### src/rtl/encoder_behavioral.sv
`default_nettype none
// ============================================================================
//  Module      : encoder_behavioral
//  Description : Three-line priority encoder (a > b > c) with registered
//                code, valid flag and a one-cycle "code changed" pulse.
//                Loads are gated by a sample enable.
//  Revision    : 1.0  initial release
// ============================================================================
module encoder_behavioral (
   input  logic       clk,
   input  logic       rst_n,
   input  logic       a,
   input  logic       b,
   input  logic       c,
   input  logic       en,
   output logic [1:0] outp,
   output logic       valid,
   output logic       changed
);

   logic [1:0] w_code;
   logic       w_any;
   logic [1:0] r_outp;
   logic       r_valid;
   logic       r_changed;

   // Priority code: a wins over b, b wins over c; all eight cases covered.
   always_comb begin
      w_code = 2'b00;
      if (a)
         w_code = 2'b11;
      else if (b)
         w_code = 2'b10;
      else if (c)
         w_code = 2'b01;
      else
         w_code = 2'b00;
   end

   assign w_any = a | b | c;

   // Output registers: load on enabled edges, pulse changed when the code moves.
   always_ff @(posedge clk or negedge rst_n) begin
      if (!rst_n) begin
         r_outp    <= 2'b00;
         r_valid   <= 1'b0;
         r_changed <= 1'b0;
      end else if (en) begin
         r_outp    <= w_code;
         r_valid   <= w_any;
         r_changed <= (w_code != r_outp);
      end else begin
         r_changed <= 1'b0;
      end
   end

   assign outp    = r_outp;
   assign valid   = r_valid;
   assign changed = r_changed;

endmodule
`default_nettype wire

### config.mk
export PLATFORM = sky130hd
export DESIGN_NAME = encoder_behavioral
export DESIGN_NICKNAME = d
export VERILOG_FILES = /design/src/rtl/encoder_behavioral.sv
export SDC_FILE = /design/constraint.sdc
export NUM_CORES = 1
export LEC_CHECK = 0
export ABC_AREA = 1
export CORE_AREA = 5 5 42 44
export DETAILED_ROUTE_END_ITERATION = 10
export DIE_AREA = 0 0 47 49
export GPL_ROUTABILITY_DRIVEN = 1
export PLACE_DENSITY = 0.47
export SYNTH_ARGS = -nofsm -noshare
export SYNTH_HDL_FRONTEND = slang
export SYNTH_SLANG_ARGS = --single-unit
### constraint.sdc
create_clock -name clk -period 0.8 [get_ports clk]
set_input_delay 0.24 -clock clk [delete_from_list [all_inputs] [get_ports clk]]
set_output_delay 0.24 -clock clk [all_outputs]
set_load 0.01 [all_outputs]
==> results_dict.tcl <==
set metrics [dict create \
    outcome "finished, violations left" \
    violated_checks "negative setup slack" \
    syn-num-nets 33 \
    met3_usage_pct 6.64 \
    tritoncts "yes" \
    largest_area_contributor_in_the_synthesized_netlist "sky130_fd_sc_hd__dfrtp_1" \
    ys_dominant_reg_cell "sky130_fd_sc_hd__dfrtp_1" \
    origin_of_the_critical_flop_to_flop_path "outp[1]" \
    place_inst 53 \
    critical_path_start_type "flip-flop" \
    initial_core_util_pct 14.1 \
    core_mm2 0.00140 \
    final-max-slew-violation-count 0 \
    number_of_standard_cell_rows_in_the_floorplan 14 \
    globalRoute.busiestLayer "met3" \
    synth.cell_area_um2 198 \
    critPathKind "flip-flop to output port" \
    final_antenna_net_count 0 \
    die-area_mm2 0.00230 \
    ir_drop_worst_case_vdd_uv 1130 \
    ys_seq_area_share_pct 50.6 \
    die-height_um 49 \
    final_critical_path_setup_slack_ns -0.179 \
    post_synth_num_cell_types 9 \
    p_seq_share_pct 37.0 \
    critical_path.max_fanout 2 \
    power.share.combinational_pct 22.8 \
    globalRouteOverflowTotal 0 \
    ys_top_cells_by_area "sky130_fd_sc_hd__dfrtp_1 (51%), sky130_fd_sc_hd__nand2_1 (13%), sky130_fd_sc_hd__o21ai_0 (7.6%)" \
    instances_no_fill 58 \
    timing.setup.tns_ns -0.857 \
    drt_pre_antenna_iters 2 \
    tritoncts_num_sinks 4 \
    root_buffer "sky130_fd_sc_hd__clkbuf_4" \
    yosys.cell_count.top_type "sky130_fd_sc_hd__nand2_1" \
    crit_path_cell_trace "buf_2" \
    netSwitchingFraction_pct 25.8 \
    clk_latency_ns 0.24 \
    p_per_area_mw_per_mm2 1830 \
    crit_path_top_delay_cell "sky130_fd_sc_hd__dfrtp_1" \
    regArea_um2 100 \
    internal_power_mw 0.461 \
    buffer_ports.inserted 9 \
    post_drt_wl_per_cell_um 8.28 \
    hold_path_class "primary input to async pin" \
    synth_warnings 0 \
    endpoint_kind "output port" \
    max-cap-violations 0 \
    final_area_um2 339 \
    final_layout_size_suffix_gt1_share_pct 38.1 \
    post-route-util_pct 24.2 \
    switching_component_of_the_power_mw 0.160 \
    detailed_place.area_um2 315 \
    maxClockFrequency_mhz 1020 \
    post-dp-hpwl_um 363 \
    numCtsBuffers 3 \
    boundaryPins 10 \
    grt_use_met1_pct 4.91 \
    detail_route.drc_violations 0 \
    post-synth-top-area-fraction_pct 50.6 \
    gpl.final_weighted_congestion 0.721 \
    antenna_violations_before_repair 0 \
    antenna_cells_inserted 0 \
    grt_pass1_wl_um 779 \
    grt_max_degree 5 \
    max-clock-path-buffers 2 \
    finClkSkew_ns 0.00371 \
    first_iter_violations 1 \
    synth-edff-count 0 \
    die-width_um 47 \
    clockPowerShare_pct 40.2 \
    worst-path-buf-inv 1 \
    rsz_0062_raised_after_global_routing "true" \
    grt_util_met2_pct 6.56 \
    cts_clock_pin_slew_for_the_worst_setup_and_hold_paths_ns 0.04 \
    timing.final.hold_violations 0 \
    grt_use_total_pct 5.31 \
    max_slew.worst_pin.slew_ns 0.283 \
    cts_max_level 1 \
    cell_count_after_synthesis 27 \
    critical-path-top-delay-family "flip-flops" \
    multi_input_gate_area_um2 86.3 \
    final-setup-viol-count 6 \
    nNetsFinal 50 \
    r2r_slack_ns -0.13 \
    area.growth.synth_to_final_pct 71.5 \
    timing.critical_path.arrival_ns 0.74 \
    synth-seq-cells 4 \
    synth_common_cells "sky130_fd_sc_hd__nand2_1 (7), sky130_fd_sc_hd__dfrtp_1 (4), sky130_fd_sc_hd__inv_1 (4), sky130_fd_sc_hd__nor2_1 (4), sky130_fd_sc_hd__o21ai_0 (3)" \
    vias_in_the_first_global_route 204 \
    post-route-min-period_ns 0.979 \
    final_min_period_over_clock_period_pct 122 \
    maxSlewHeadroom_pct 81.1 \
    ys_async_sr_fraction_pct 100 \
    route.vias.total 200 \
    n_fill_cell 158 \
    detail_route.vias_per_cell 3.45 \
    p_leak_nw 0.181 \
    cp_peak_stage_delay_ns 0.37 \
    syn-mean-instance-area_um2 7.32 \
    critPathLaunch "outp[0]" \
    dp_slack_ns -0.410 \
    routed_wirelength_um 480 \
    required_ns 0.56 \
]
final timing paths:
path / endpoint / cells past startpoint
setup / recovery: outp[0] / 1
hold / removal: outp[1] / 1
setup reg to reg: changed / 5
hold reg to reg: valid / 2
max in group asynchronous: outp[0] / 1
min in group clk: outp[0] / 2
metal layers:
layer | routed length, um | part of all wire, %
met5 | 0 | 0
met2 | 220 | 46
met1 | 193 | 40
met3 | 65 | 14
met4 | 0 | 0
state kept, by name (all words and copies together), names as in the netlist:
| register | count |
|---|---|
| changed | 1 |
| outp | 2 |
| valid | 1 |
cell families after synthesis:
group                  share of synthesized area, %
flip-flops                                     50.6
AND/OR/NAND/NOR                                29.7
buffers and inverters                          9.49
AO/OA/AOI/OAI                                  10.1
cells in the final DEF (no fill, tap or decap), drive strengths merged:
cell / count
nor2: 4
a21oi: 1
buf: 7
clkbuf: 3
clkdlybuf4s50: 1
dlygate4sd2: 4
o21ai: 3
inv: 5
dfrtp: 4
nand2: 9
nand3: 1
metrics by stage:
stage	hold WS, ns	power (mW)
2_1_floorplan	-0.0556	0.288
3_3_place_gp	0.464	0.373
3_5_place_dp	0.462	0.373
4_1_cts	0.208	0.614
5_1_grt	0.215	0.678
6_report	0.208	0.621
layout make-up:
cell class | count | area share, %
well taps | 16 | 5.90
flip-flops and latches | 4 | 29.5
clock buffers | 3 | 6.64
multi-input cells | 18 | 25.5
inverters | 5 | 5.54
repair buffers | 12 | 26.9
power by group through the flow:
stage / Clock (mW) / Combinational (mW) / Sequential [mW]
after floorplan: 0 / 0.0422 / 0.245
after global placement: 0 / 0.139 / 0.235
after detailed placement: 0 / 0.138 / 0.235
after CTS: 0.263 / 0.119 / 0.232
after global routing: 0.288 / 0.158 / 0.232
final: 0.250 / 0.141 / 0.230
timing repair:
item	4_1_cts	5_1_grt
endpoints found under the setup margin	8	5
setup buffers	1	2
pin swaps	3	2
resized for setup	24	4
hold buffers	0	0
Note: power is estimated with default switching activity, not from simulation.
